$ cat src/rtl/nitta_pu_pkg.sv
// nitta_pu_pkg
//   Constants shared by the NITTA processing units (pu_mult, pu_accum) so that
//   producers and consumers on the data bus agree on the attribute word layout
//   and the default datapath widths.
//   No ports (package).
package nitta_pu_pkg;

  // Default widths of the bus data word and attribute word.
  localparam int DEF_DATA_WIDTH = 32;
  localparam int DEF_ATTR_WIDTH = 4;

  // Bit positions inside an attribute word.
  localparam int ATTR_INVALID  = 0;
  localparam int ATTR_OVERFLOW = 1;

endpackage

$ cat src/rtl/pu_accum_add.sv
// pu_accum_add
//   Combinational adder for the accumulator: adds a DATA_WIDTH base value and a
//   DATA_WIDTH+1 operand (wide enough to hold a negated minimum), detects
//   whether the exact sum leaves the DATA_WIDTH range, and produces the value
//   to commit.
//   Build option: PU_ACCUM_SATURATE_EN defined -> out-of-range sums clamp to
//   the nearest representable extreme; undefined -> two's complement wrap.
// Ports:
//   base    in   DATA_WIDTH    current accumulator (or 0 on init)
//   op      in   DATA_WIDTH+1  signed operand, already negated if needed
//   result  out  DATA_WIDTH    value to commit into the accumulator
//   ovf     out  1             exact sum did not fit in DATA_WIDTH
module pu_accum_add
  import nitta_pu_pkg::*;
#(
  parameter int DATA_WIDTH = DEF_DATA_WIDTH
) (
  input  logic signed [DATA_WIDTH-1:0] base,
  input  logic signed [DATA_WIDTH:0]   op,
  output logic signed [DATA_WIDTH-1:0] result,
  output logic                         ovf
);

  localparam int SUM_W = DATA_WIDTH + 2;

  logic signed [SUM_W-1:0] sum;
  logic                    fits;

  // Clamp or wrap a sum that is known not to fit.
  function automatic logic signed [DATA_WIDTH-1:0] limit(input logic signed [SUM_W-1:0] s);
    logic signed [DATA_WIDTH-1:0] r;
`ifdef PU_ACCUM_SATURATE_EN
    if (s[SUM_W-1]) begin
      r = {1'b1, {(DATA_WIDTH-1){1'b0}}};
    end else begin
      r = {1'b0, {(DATA_WIDTH-1){1'b1}}};
    end
`else
    r = s[DATA_WIDTH-1:0];
`endif
    return r;
  endfunction

  // Both addends sign-extended to the full sum width; this can never
  // overflow itself, so the top bits tell us exactly whether the result fits.
  assign sum = {{2{base[DATA_WIDTH-1]}}, base} + {op[DATA_WIDTH], op};

  // In range iff the top three bits are all copies of the sign.
  assign fits   = (sum[SUM_W-1:DATA_WIDTH-1] == {3{sum[SUM_W-1]}});
  assign ovf    = ~fits;
  assign result = fits ? sum[DATA_WIDTH-1:0] : limit(sum);

endmodule

$ cat src/rtl/pu_accum.sv
// pu_accum
//   Accumulator processing unit on the NITTA data bus. Sums a stream of signed
//   operands (typically products from pu_mult) into one running value and
//   returns it on request, together with sticky invalid/overflow flags.
//   Two-stage write pipeline: stage 1 captures (and optionally negates) the
//   operand, stage 2 commits it into the accumulator. Writes may arrive every
//   cycle. A read returns the value committed before the read edge.
//   Build option: PU_ACCUM_SATURATE_EN (see pu_accum_add) selects clamping
//   instead of wrapping on overflow; the overflow flag is the same either way.
// Ports:
//   clk          in   1           clock, rising edge
//   rst          in   1           asynchronous reset, active low
//   signal_wr    in   1           operand write strobe
//   signal_init  in   1           with signal_wr: start a new sum
//   signal_neg   in   1           with signal_wr: subtract the operand
//   signal_oe    in   1           read strobe
//   data_in      in   DATA_WIDTH  operand
//   attr_in      in   ATTR_WIDTH  operand attributes
//   data_out     out  DATA_WIDTH  accumulated value, 0 when not reading
//   attr_out     out  ATTR_WIDTH  accumulated flags, 0 when not reading
module pu_accum
  import nitta_pu_pkg::*;
#(
  parameter int DATA_WIDTH = DEF_DATA_WIDTH,
  parameter int ATTR_WIDTH = DEF_ATTR_WIDTH,
  parameter int INVALID    = ATTR_INVALID,
  parameter int OVERFLOW   = ATTR_OVERFLOW
) (
  input  logic                  clk,
  input  logic                  rst,
  input  logic                  signal_wr,
  input  logic                  signal_init,
  input  logic                  signal_neg,
  input  logic                  signal_oe,
  input  logic [DATA_WIDTH-1:0] data_in,
  input  logic [ATTR_WIDTH-1:0] attr_in,
  output logic [DATA_WIDTH-1:0] data_out,
  output logic [ATTR_WIDTH-1:0] attr_out
);

  // Stage 1 registers
  logic                         vld_p1;
  logic                         init_p1;
  logic                         inv_p1;
  logic signed [DATA_WIDTH:0]   op_p1;

  // Stage 2 (committed) state
  logic signed [DATA_WIDTH-1:0] acc_p2;
  logic                         inv_sticky_p2;
  logic                         ovf_sticky_p2;

  logic signed [DATA_WIDTH:0]   op_ext;
  logic signed [DATA_WIDTH-1:0] add_base;
  logic signed [DATA_WIDTH-1:0] add_result;
  logic                         add_ovf;
  logic [ATTR_WIDTH-1:0]        flags;
  logic                         unused_attr;

  // Only the invalid bit of the incoming attributes matters here.
  assign unused_attr = ^attr_in;

  // One extra bit so that negating the most negative value stays exact.
  assign op_ext = {data_in[DATA_WIDTH-1], data_in};

  // ---- stage 0 -> 1: capture operand ----
  always_ff @(posedge clk or negedge rst) begin
    if (!rst) begin
      vld_p1  <= 1'b0;
      init_p1 <= 1'b0;
      inv_p1  <= 1'b0;
      op_p1   <= '0;
    end else begin
      vld_p1 <= signal_wr;
      if (signal_wr) begin
        init_p1 <= signal_init;
        inv_p1  <= attr_in[INVALID];
        op_p1   <= signal_neg ? -op_ext : op_ext;
      end
    end
  end

  // init discards the previous sum by adding onto zero instead.
  assign add_base = init_p1 ? '0 : acc_p2;

  pu_accum_add #(
    .DATA_WIDTH(DATA_WIDTH)
  ) u_add (
    .base  (add_base),
    .op    (op_p1),
    .result(add_result),
    .ovf   (add_ovf)
  );

  // ---- stage 1 -> 2: commit into accumulator ----
  always_ff @(posedge clk or negedge rst) begin
    if (!rst) begin
      acc_p2        <= '0;
      inv_sticky_p2 <= 1'b0;
      ovf_sticky_p2 <= 1'b0;
    end else if (vld_p1) begin
      acc_p2        <= add_result;
      inv_sticky_p2 <= (init_p1 ? 1'b0 : inv_sticky_p2) | inv_p1;
      ovf_sticky_p2 <= (init_p1 ? 1'b0 : ovf_sticky_p2) | add_ovf;
    end
  end

  always_comb begin
    flags           = '0;
    flags[INVALID]  = inv_sticky_p2;
    flags[OVERFLOW] = ovf_sticky_p2;
  end

  // ---- read port: registered, zero when not reading ----
  always_ff @(posedge clk or negedge rst) begin
    if (!rst) begin
      data_out <= '0;
      attr_out <= '0;
    end else if (signal_oe) begin
      data_out <= acc_p2;
      attr_out <= flags;
    end else begin
      data_out <= '0;
      attr_out <= '0;
    end
  end

endmodule

$ cat config.mk
export PLATFORM = sky130hd
export DESIGN_NAME = pu_accum
export DESIGN_NICKNAME = d
export VERILOG_FILES = /design/src/rtl/nitta_pu_pkg.sv /design/src/rtl/pu_accum_add.sv /design/src/rtl/pu_accum.sv
export SDC_FILE = /design/constraint.sdc
export NUM_CORES = 1
export LEC_CHECK = 0
export CORE_ASPECT_RATIO = 0.75
export CORE_MARGIN = 2
export CORE_UTILIZATION = 55
export CTS_BUF_LIST = sky130_fd_sc_hd__clkbuf_8
export DETAILED_ROUTE_END_ITERATION = 6
export PLACE_DENSITY = 0.86
export SLEW_MARGIN = 15
export SYNTH_ARGS = -nofsm -noshare
export SYNTH_HDL_FRONTEND = slang
export SYNTH_SLANG_ARGS = --single-unit
$ cat constraint.sdc
create_clock -name clk -period 3.9 [get_ports clk]
set_input_delay 0.585 -clock clk [delete_from_list [all_inputs] [get_ports clk]]
set_output_delay 0.585 -clock clk [all_outputs]
set_load 0.01 [all_outputs]
==> results of run 1 <==
## sequential cells by signal (all words and copies together) (netlist names)
register       cells
acc_p2            32
attr_out           2
data_out          32
init_p1            1
inv_p1             1
inv_sticky_p2      1
op_p1             33
ovf_sticky_p2      1
vld_p1             1
## cell usage after synthesis (12+ instances only)
library cell	n	area [sq um]
o21ai_0	28	140
nor2b_1	36	225
mux2_2	30	338
dfrtp_1	104	2600
nor2_1	58	218
a21oi_1	62	310
xnor2_1	19	166
o31ai_1	12	90.1
a21o_1	13	97.6
clkbuf_1	21	78.8
xor2_1	37	324
nand2_1	40	150
inv_1	12	45.0
ha_1	34	425
and2_1	35	219
## power groups by stage
stage / combinational (mW) / sequential, mW / clock (mW)
4_1_cts: 2.10 / 1.57 / 0.658
3_5_place_dp: 2.08 / 1.59 / 0
2_1_floorplan: 1.46 / 1.58 / 0
5_1_grt: 2.35 / 1.61 / 0.698
3_3_place_gp: 2.00 / 1.58 / 0
6_report: 2.12 / 1.57 / 0.640
## cells by family (layout without fill, tap and decap cells)
group                    Yosys count  count (layout)  share of synthesized area
AND/OR/NAND/NOR                  214             214                      0.181
AO/OA/AOI/OAI                    156             156                      0.160
flip-flops                       104             104                      0.424
XOR/XNOR                          56              56                     0.0799
buffers and inverters             38             111                     0.0257
adder cells (fa/ha/maj)           35              35                     0.0726
multiplexers                      31              31                     0.0567
other                              1               2                   0.000611
## area by class of cell
class	instances	share of cell area
Tap cell	140	0.0244
Clock inverter	4	0.00279
Sequential cell	104	0.362
Inverter	12	0.00627
Clock buffer	12	0.0230
Multi-Input combinational cell	494	0.471
Timing Repair Buffer	83	0.111
## worst paths after layout
check	endpoint	cells past startpoint	slack, ns
worst max-delay path	acc_p2[26]	12	0.25
worst min-delay path	data_out[10]	1	0.27
worst max register to register	acc_p2[26]	12	0.25
worst min register to register	acc_p2[27]	2	0.51
max in group asynchronous	inv_p1	2	2.82
min in group clk	acc_p2[27]	2	0.51
## timing repair
item                                    4_1_cts  5_1_grt
resized for setup                             0        1
endpoints found under the setup margin        0        1
endpoints found under the hold margin         0        0
## layer usage
layer,up-vias,part of all wire
li1,2366,-
met3,21,0.057
met1,2401,0.46
met2,161,0.47
met4,0,0.014
met5,-,0
## placed cells by master (no fill, tap or decap), types with 3 or more instances in the layout
| cell type | netlist | final |
|---|---|---|
| nand3_1 | 6 | 6 |
| nand2b_1 | 3 | 3 |
| nand2_1 | 40 | 40 |
| clkbuf_8 | 0 | 12 |
| nor3_1 | 11 | 11 |
| or4_4 | 5 | 5 |
| a21o_1 | 13 | 13 |
| a211oi_1 | 6 | 6 |
| xor2_1 | 37 | 37 |
| xnor2_1 | 19 | 19 |
| nor2b_1 | 36 | 36 |
| ha_1 | 34 | 34 |
| o41ai_1 | 5 | 5 |
| o21ai_0 | 28 | 28 |
| a21oi_1 | 62 | 61 |
| and3_1 | 7 | 7 |
| buf_4 | 2 | 12 |
| a21boi_0 | 3 | 3 |
| mux2_2 | 30 | 30 |
| o31ai_1 | 12 | 12 |
| clkdlybuf4s50_1 | 0 | 70 |
| nor2_1 | 58 | 58 |
| o21a_1 | 3 | 3 |
| and2_1 | 35 | 35 |
| nand4_1 | 3 | 3 |
| inv_1 | 12 | 14 |
| dfrtp_1 | 104 | 104 |
## critical path, stage by stage, from the launching register on
cell and delay (ns):
dfrtp_1 0.50, nor2b_1 0.09, ha_1 0.22, fa_1 0.43
a21o_1 0.21, a221o_1 0.37, a21oi_2 0.24, a21oi_1 0.21
a221o_1 0.38, a21oi_1 0.31, o21ai_0 0.17, xor2_1 0.16
mux2_2 0.26
## per-stage QoR
step | hold slack, ns | setup WS [ns] | instance area (sq um)
after global routing | 0.313 | 0.107 | 7190
after global placement | 0.478 | 0.0396 | 7000
after CTS | 0.275 | 0.177 | 7180
final | 0.269 | 0.249 | 7190
after floorplan | 0.289 | 0.468 | 6140
after detailed placement | 0.485 | 0.0120 | 7000
==> flow_summary.yaml, run 1 <==
status:
  run_status: "completed"
detailed_routing:
  drt.antenna.violating_nets: 0
  via_count: 4949
  route.final.wire_length_um: 14100
  detail_route.iter0.violations: 344
  avgViaCountPerCell: 5.83
  post_detailed_route_drc_marker_count: 0
  post_drt_wl_per_cell_um: 16.6
  drtPass1Iterations: 5
critical_path:
  rr_startpoint: "init_p1"
  cp-end-kind: "flip-flop"
  crit_required_ns: 4.17
  setup.worst_path.start_class: "flip-flop"
  worst-path-max-fanout: 8
  arrival_ns: 3.92
  crit_start: "init_p1"
  worst-setup-path-type: "reg -> reg"
pwr:
  power_switching_share: 0.370
  power.switching_mw: 1.60
  p_per_area_nw_per_um2: 602
  cell_internal_pwr_mw: 2.73
  design_power_total_mw: 4.33
  share_clk_of_total_power: 0.148
  ir_drop_mv: 0.343
  leakagePower_nw: 3.15
  pwr-share-seq: 0.363
  pwr-share-comb: 0.490
clock_network:
  post-cts-setup-buffers: 0
  tritoncts_num_sinks: 104
  cts_htree_levels: 3
  clock_tree_from_tritoncts: "built"
  worst_skew_pair.late_latency_ns: 0.37
  cts_max_path_buffers: 2
  tritoncts.num_buffers: 9
  cts_hold_repair.buffers: 0
  worst_setup_hold_path_clk_slew_ns: 0.09
  ctsRootBufferMaster: "clkbuf_8"
timing:
  finalSetupViolCount: 0
  final_min_period_over_clock_period: 0.936
  setup_repair_after_global_routing_missed_its_margin: "no"
  final_max_slew_viol_count: 0
  setup_tns_after_final_layout_ns: 0
  final-hold-violation-count: 0
  finalCriticalPeriod_ns: 3.65
  worst_pin_slew_ns: 1.14
  slew_headroom: 0.241
  timing.clock.skew_ns: 0.00919
  maximum_frequency_from_static_timing_analysis_mhz: 274
global_routing:
  grt_overflow_total: 0
  grt_usage: 0.249
  grt_pass1_wl_um: 23900
  grt_busiest_layer: "met2"
  met1_usage: 0.331
  antenna_found_initial: 0
  grt_met2_use: 0.423
  grt_max_degree: 69
  first_global_vias: 4857
  global_route.usage.met3: 0.0477
floorplan:
  design.die.area_sq_um: 12000
  fp.dieH_um: 95.5
  die_w_um: 126
  fp.coreArea_sq_um: 10900
  floorplan.io_pins: 78
  placement_rows: 33
  initial_utilization: 0.563
synthesis:
  synthesis.yosys.warnings: 0
  synth_seq_cells: 104
  main_flop_type_after_synthesis: "dfrtp_1"
  syn-instance-count: 635
  synthesized_cell_area_sq_um: 6140
  async_reset_ff_frac: 1.00
  yosysUniqueCellTypes: 58
  synth_seq_area_share: 0.424
  synth_enable_flop_cells: 0
  synth_area_per_cell_sq_um: 9.66
finish:
  finish.net_count: 781
  post_layout_nonfiller_instances: 849
  area_used_by_multi_input_combinational_logic_sq_um: 3380
  seqCellArea_sq_um: 2600
  layout-drive-gt1-share: 0.0973
  antenna_diode_count: 0
  post-route-util: 0.659
  number_of_fill_cells: 887
  flow.area_growth_from_synthesis_pct: 17.1
placement:
  placement.io_buffers: 72
  dp_cells: 833
  dp.final_hpwl_um: 10400
  place_congestion: 0.966
flow_run:
  maxCapViolations: 0
hold_path:
  min-delay-path-class: "in -> async"
Power figures use the tool's default switching activity.
==> inputs of run 2 (changes only) <==
- SKIP_CTS_REPAIR_TIMING: not set -> 1
==> results of run 2 <==
Same layout as run 1: the final DEF is identical, and so are final timing and power.
